`src/rtl/reg_rename_file_pkg.sv`:
```
// reg_rename_file_pkg: shared widths for the rename register file
package reg_rename_file_pkg;
  localparam int XLEN = 32;
  localparam int REG_W = 5;
  localparam int ROB_W = 4;
  localparam int REG_NUM = 1 << REG_W;
endpackage

```
`src/rtl/reg_rename_file_query.sv`:
```
// reg_query_port: combinational source read with x0 forcing and same-cycle commit bypass
module reg_query_port
  import reg_rename_file_pkg::*;
(
  input  logic [REG_W-1:0] id,
  input  logic [XLEN-1:0]  reg_value,
  input  logic             reg_busy,
  input  logic [ROB_W-1:0] reg_tag,
  input  logic             commit_reg_config,
  input  logic [REG_W-1:0] commit_reg_id,
  input  logic [XLEN-1:0]  commit_reg_value,
  input  logic [ROB_W-1:0] commit_reg_rob,
  output logic [XLEN-1:0]  value,
  output logic             busy,
  output logic [ROB_W-1:0] rob
);
  logic zero, hit;
  always_comb begin
    zero = id == '0;
    hit = commit_reg_config && commit_reg_id == id && reg_busy && reg_tag == commit_reg_rob;
    value = zero ? '0 : hit ? commit_reg_value : reg_value;
    busy = !zero && !hit && reg_busy;
    rob = busy ? reg_tag : '0;
  end
endmodule

```
`src/rtl/reg_rename_file.sv`:
```
// reg_rename_file: architectural registers with per-register ROB rename tags
module reg_rename_file
  import reg_rename_file_pkg::*;
(
  input  logic             clk,
  input  logic             rst,
  input  logic             rdy,
  input  logic             rollback,
  input  logic             rename_config,
  input  logic [REG_W-1:0] rename_rd,
  input  logic [ROB_W-1:0] rename_rob,
  input  logic [REG_W-1:0] rs1_id,
  input  logic [REG_W-1:0] rs2_id,
  output logic [XLEN-1:0]  rs1_value,
  output logic [XLEN-1:0]  rs2_value,
  output logic             rs1_busy,
  output logic             rs2_busy,
  output logic [ROB_W-1:0] rs1_rob,
  output logic [ROB_W-1:0] rs2_rob,
  input  logic             commit_reg_config,
  input  logic [REG_W-1:0] commit_reg_id,
  input  logic [XLEN-1:0]  commit_reg_value,
  input  logic [ROB_W-1:0] commit_reg_rob
);
  logic [XLEN-1:0]    reg_value [REG_NUM];
  logic [ROB_W-1:0]   reg_tag [REG_NUM];
  logic [REG_NUM-1:0] reg_busy;
  logic commit_en, rename_en;
  always_comb begin
    commit_en = commit_reg_config && commit_reg_id != '0;
    rename_en = rename_config && rename_rd != '0;
  end
  // priority for busy/tag: rollback, then rename, then commit clear
  always_ff @(posedge clk) begin
    if (rst) begin
      for (int i = 0; i < REG_NUM; i++) begin
        reg_value[i] <= '0;
        reg_tag[i] <= '0;
      end
      reg_busy <= '0;
    end else if (rdy) begin
      if (commit_en) reg_value[commit_reg_id] <= commit_reg_value;
      if (rollback) begin
        reg_busy <= '0;
        for (int i = 0; i < REG_NUM; i++) reg_tag[i] <= '0;
      end else begin
        if (commit_en && reg_tag[commit_reg_id] == commit_reg_rob) reg_busy[commit_reg_id] <= 1'b0;
        if (rename_en) begin
          reg_busy[rename_rd] <= 1'b1;
          reg_tag[rename_rd] <= rename_rob;
        end
      end
    end
  end
  reg_query_port u_rs1 (
    .id(rs1_id), .reg_value(reg_value[rs1_id]), .reg_busy(reg_busy[rs1_id]), .reg_tag(reg_tag[rs1_id]),
    .commit_reg_config(commit_reg_config), .commit_reg_id(commit_reg_id),
    .commit_reg_value(commit_reg_value), .commit_reg_rob(commit_reg_rob),
    .value(rs1_value), .busy(rs1_busy), .rob(rs1_rob)
  );
  reg_query_port u_rs2 (
    .id(rs2_id), .reg_value(reg_value[rs2_id]), .reg_busy(reg_busy[rs2_id]), .reg_tag(reg_tag[rs2_id]),
    .commit_reg_config(commit_reg_config), .commit_reg_id(commit_reg_id),
    .commit_reg_value(commit_reg_value), .commit_reg_rob(commit_reg_rob),
    .value(rs2_value), .busy(rs2_busy), .rob(rs2_rob)
  );
endmodule

```
`config.mk`:
```
export PLATFORM = sky130hd
export DESIGN_NAME = reg_rename_file
export DESIGN_NICKNAME = d
export VERILOG_FILES = /design/src/rtl/reg_rename_file_pkg.sv /design/src/rtl/reg_rename_file_query.sv /design/src/rtl/reg_rename_file.sv
export SDC_FILE = /design/constraint.sdc
export NUM_CORES = 2
export LEC_CHECK = 0
export BUFFER_PORTS_ARGS = -buffer_cell sky130_fd_sc_hd__buf_2
export CAP_MARGIN = 20
export CORE_UTILIZATION = 64
export DETAILED_ROUTE_END_ITERATION = 8
export PLACE_DENSITY_LB_ADDON = 0.08
export SYNTH_ARGS = -nofsm -noshare
export SYNTH_HDL_FRONTEND = slang
export SYNTH_SLANG_ARGS = --single-unit
```
`constraint.sdc`:
```
create_clock -name clk -period 4.2 [get_ports clk]
set_clock_uncertainty 0.1 [all_clocks]
set_input_delay 0.42 -clock clk [delete_from_list [all_inputs] [get_ports clk]]
set_output_delay 0.42 -clock clk [all_outputs]
set_load 0.03 [all_outputs]
```
# == Yosys cells after proc, flatten, opt, wreduce, memory -nomap -nowiden ==
# Memory sizes are Yosys's and may differ from the RTL's.
# Index checks and enable logic that the tools add are counted.
# word_totals
ff_bits,32
mem_bits_rw,1152
in_bits,66
out_inout_bits,74
wordCells,147
memories,2
# classes
n_lt_le_gt_ge,6
eq_ne,5
mux,73
bitwise_logic,35
n_reduce_logical,25
# memory_table
memory,words,width,rd,rd_clocked_by_memory_dff,write_ports,line_no,text
reg_value,32,32,2,0,32,reg_rename_file.sv:25,logic [XLEN-1:0] reg_value [REG_NUM];
reg_tag,32,4,3,0,32,reg_rename_file.sv:26,logic [ROB_W-1:0] reg_tag [REG_NUM];
# op_table
cell,count
$mux 32,11
$mux 4,35
$and 32x32->32,1
$not 32->32,1
$or 1x1->1,32
$or 32x32->32,1
$reduce_or 32->1,1
$lt 5x6->1 const B,4
$mux 1,21
$logic_and 1x1->1,15
$eq 4x4->1,3
$bmux 1 s5,2
$demux 1 s5,2
$eq 5x5->1,2
$ge 5x1->1 const B,2
$logic_not 5->1,2
$mux 5,2
$reduce_bool 5->1,2
$logic_not 1->1,4
$reduce_or 4->1,1

# == Longest topological paths before layout ==
# depth
word_depth,13
mapped_depth,12
mapped_depth_nobuf,7

# == Modules after synthesis ==
# A second synthesis with hierarchy kept.
# hier_totals
cells_unflattened,4188
area_unflattened_um2,65500.3
# by_module_without_submodules
mod,instances,cells_per_inst,area_each_um2,seq_area_each_um2
reg_rename_file,1,3930,63863.8,35233.8
reg_query_port,2,129,818.3,0.0

# == Worst setup path before layout ==
# OpenSTA, ideal clock, no wires.
# synth_timing
path_type,input-to-output
from,input port rs2_id[0]
to,output port rs2_value[0]
arrival_time_ps,3103
required_ps,3680
slack_ps,577
path_stages,11
n_path_buf,4
path_cell_list,buf_2 buf_6 mux4_2 mux4_2 mux2i_1 xnor2_1 nand2_1 or2_1 buf_2 buf_6 a21oi_1
# synth_via
elab_chain_cells,6
elab_cells_between_ends,12
classes_between,eq/ne: 2; mux: 4; reduce/logical: 4; memory: 2
# synth_lines
item,line_no,text
"start, declared",reg_rename_file.sv:13,"input logic [REG_W-1:0] rs2_id,"
"parallel branches: the longest is 5 deep, another holds $mem_v2 32x4",n/a,
$mux 32 *,reg_rename_file_query.sv:21,value = zero ? '0 : hit ? commit_reg_value : reg_value;
"end, declared",reg_rename_file.sv:15,"output logic [XLEN-1:0] rs2_value,"
# Mark *: on every way between the ends. The select of a mux whose other input is x is not followed.

==> out/metrics.cfg <==
[die]
design.core.area_sq_um=102000
initial_core_util_pct=64.5
ios=140
fp-row-count=117
die_y_um=322
dieArea_sq_um=104000
dieWidth_um=322

[sta]
fmax_ghz=0.236
layout_min_cycle_time_ns=4.24
fin_crit_sh_pct=101
fin_ws_ns=-0.0406
hold_viol=0
relSlewSlack_pct=26.9
finalSetupViolations=3
fin_hold_ws_ns=0.0744
maxSlewViolCount=0
tightest_slew_ns=1.08
rsz0062_at_grt=yes

[cts]
clkSlewWorstSetupHoldPaths_ns=0.05
cts_max_path_buffers=3
cts_made_buffers=131
cts_tree=done
insertion_delay_ns=0.75
clock_sinks=1184
root_buffer=clkbuf_16
cts_htree_levels=4

[placed_design]
hpwl_um=130000
routabilityCongestion=0.991
portBuffers=139
placed_cell_area_sq_um=68900

[worst_setup_path]
startpoint_type=flip-flop
r2r_cells=7
crit_required_ns=3.68
cpMostUsedCell=mux4_2
cp.arrival_ns=3.72
criticalPathCategory=flip-flop to primary output
rr_startpoint=reg_tag[28][3]$_SDFFCE_PN0P_
cp_num_buf_inv=2
crit_family=multiplexers
end_kind=primary output
crit_chain=mux4_2 > mux4_2 > mux2i_4 > xnor2_2 > nand2_2 > or2_4 > buf_12 > a21oi_4 > buf_6
critical-path-max-stage-delay_ns=0.53
critPathMaxFanout=18
reg2reg_setup_slack_ns=1.25
reg2reg_to=reg_busy[29]$_SDFFE_PP0P_
cp_slowest_cell=mux4_2

[min_path]
hold_end=reg_busy[4]$_SDFFE_PP0P_
min_from=rename_rd[1]
hold_depth=4
hp-class=input port to flip-flop

[yosys]
synthXorXnorAreaFrac_pct=0.174
muxShareOfSynthArea_pct=27.1
seq_area_frac_synth_pct=53.7
synth_area_per_cell_sq_um=15.5
netlist_instances=4238
synthFlopType=edfxtp_1
synth_adder_area_share_pct=0
syn_area_sq_um=65600
ys_async_sr_fraction_pct=0
synth-simple-area-share_pct=13.1
ys_seq_elements=1184
synth_compound_area_share_pct=2.89
ys_warn_count=0
synth_top_family_by_area=multiplexers
synth_cell_types=63
synth_edf_count=1152

[status]
violations=negative setup slack
outcome=complete, but fails checks

[final_layout]
utilization_pct=72.1
drive_gt1_share_pct=31.7
layout.nets=4362
fin_area_sq_um=73400
syn2layout_area_growth_pct=11.9
final_common_cell=edfxtp_1
final_cell_mix=edfxtp_1, and2_1, mux4_2, buf_4, clkbuf_16

[detailed_routing]
drcViolationCount=0
first_iter_violations=7246
via_per_inst=7.51
first_pass_iters=6
drtAntennaViolNets=0
wl_per_cell_um=38.0
wl_um=220000
vias=43400

[power]
p_leak_nw=25.7
power_density_nw_per_um2=398
total_power_mw=29.2
vdd.ir_drop.worst_v=0.000409

[global_route]
overflow=0
grt_pass1_vias=42200
grt_max_degree=104
grt_pass1_wl_um=308000
antenna_found_initial=17
grt_usage_pct=43.0

[flow_run]
maxCapViolCount=0

-- flip-flops by register name, indices dropped and copies added, names as in the netlist --
name and cells:
reg_value 1024, reg_busy 32, reg_tag 128
-- per-stage QoR --
step,worst slack (ns),setup TNS [ns],std cells
6_report,-0.0406,-0.0519,5778
5_1_grt,-0.0497,-0.564,5763
4_1_cts,0.00326,0,5760
3_5_place_dp,-0.0117,-0.0117,5523
3_3_place_gp,0.0672,0,5523
2_1_floorplan,0.577,0,4273
-- cell usage after synthesis, types with 5 or more instances --
master,count,area [sq um]
o31ai_1,65,488
nand3_1,11,55.1
mux4_2,727,16400
a21oi_2,30,263
a31oi_1,15,93.8
a2bb2oi_1,6,52.6
nor3_1,16,80.1
and2_1,1016,6360
o22ai_1,32,200
mux2i_1,140,1400
xor2_1,8,70.1
or3_1,5,31.3
nor2_1,94,353
buf_1,51,191
nor4_1,10,62.6
edfxtp_1,1152,34600
o21ai_0,23,115
dfxtp_1,32,641
buf_2,74,370
a22oi_1,14,105
nand3b_1,9,67.6
or3b_2,7,61.3
nand2b_1,7,43.8
buf_6,14,158
or2_2,36,225
and3_1,111,694
a21oi_1,69,345
xnor2_1,5,43.8
inv_1,10,37.5
clkbuf_1,323,1210
nand2_1,61,229
-- metal layers --
layer  wire length (um)  share of wire (%)  GRT usage (%)  vias up
met5                 50              0.023              0        -
met4              12400                5.6           22.2        8
met3              32100                 15           12.4      776
met2             101000                 46           64.6     3863
met1              74000                 34           57.7    22000
li1                   -                  -              -    16700
-- kinds of logic (layout without fill, tap and decap cells) --
family                 count (synthesis)  count (layout)
AND/OR/NAND/NOR                     1415            1415
flip-flops                          1184            1184
multiplexers                         870             870
buffers and inverters                475             596
AO/OA/AOI/OAI                        280             280
XOR/XNOR                              13              13
other                                  1              52
-- power breakdown --
group / leakage [nW] / internal (mW) / switching (mW)
Clock: 1.96 / 6.34 / 4.71
Combinational: 12.5 / 1.82 / 2.33
Sequential: 11.3 / 13.6 / 0.386
Total: 25.7 / 21.8 / 7.43
-- cell type report --
type | count | area, sq um
multi-input combinational | 2614 | 29000
timing repair buffer | 354 | 3330
clock buffer | 178 | 3630
clock inverter | 53 | 374
inverter | 11 | 46.3
fill | 6394 | 28300
tap | 1368 | 1710
sequential | 1184 | 35200
antenna | 16 | 40.0
-- timing repair --
item,CTS,global route
gates resized for setup,25,75
pin swaps,1,1
setup buffers,5,1
endpoints found under the setup margin,58,57
hold buffers,1,0
gates cloned,0,1
endpoints found under the hold margin,1,0
-- tightest hold or removal path: cells and delay by family --
kind,cells,cell delay [ns]
buffers and inverters,1,0.13
AOI/OAI and AO/OA,1,0.08
and+or+nand+nor,2,0.23
-- worst max path at each step --
stage,startpoint,end,slack (ns),cells after the start
2_1_floorplan,rs2_id[0],rs2_value[0],0.58,11
3_3_place_gp,rs2_id[0],rs2_value[31],0.07,11
3_5_place_dp,rs2_id[0],rs2_value[31],-0.01,11
4_1_cts,reg_tag[25][2]$_SDFFCE_PN0P_,rs1_value[8],0.003,9
5_1_grt,reg_tag[25][2]$_SDFFCE_PN0P_,rs1_value[3],-0.05,9
6_report,reg_tag[25][2]$_SDFFCE_PN0P_,rs2_value[31],-0.04,9
Note: power is estimated with default switching activity, not from simulation.
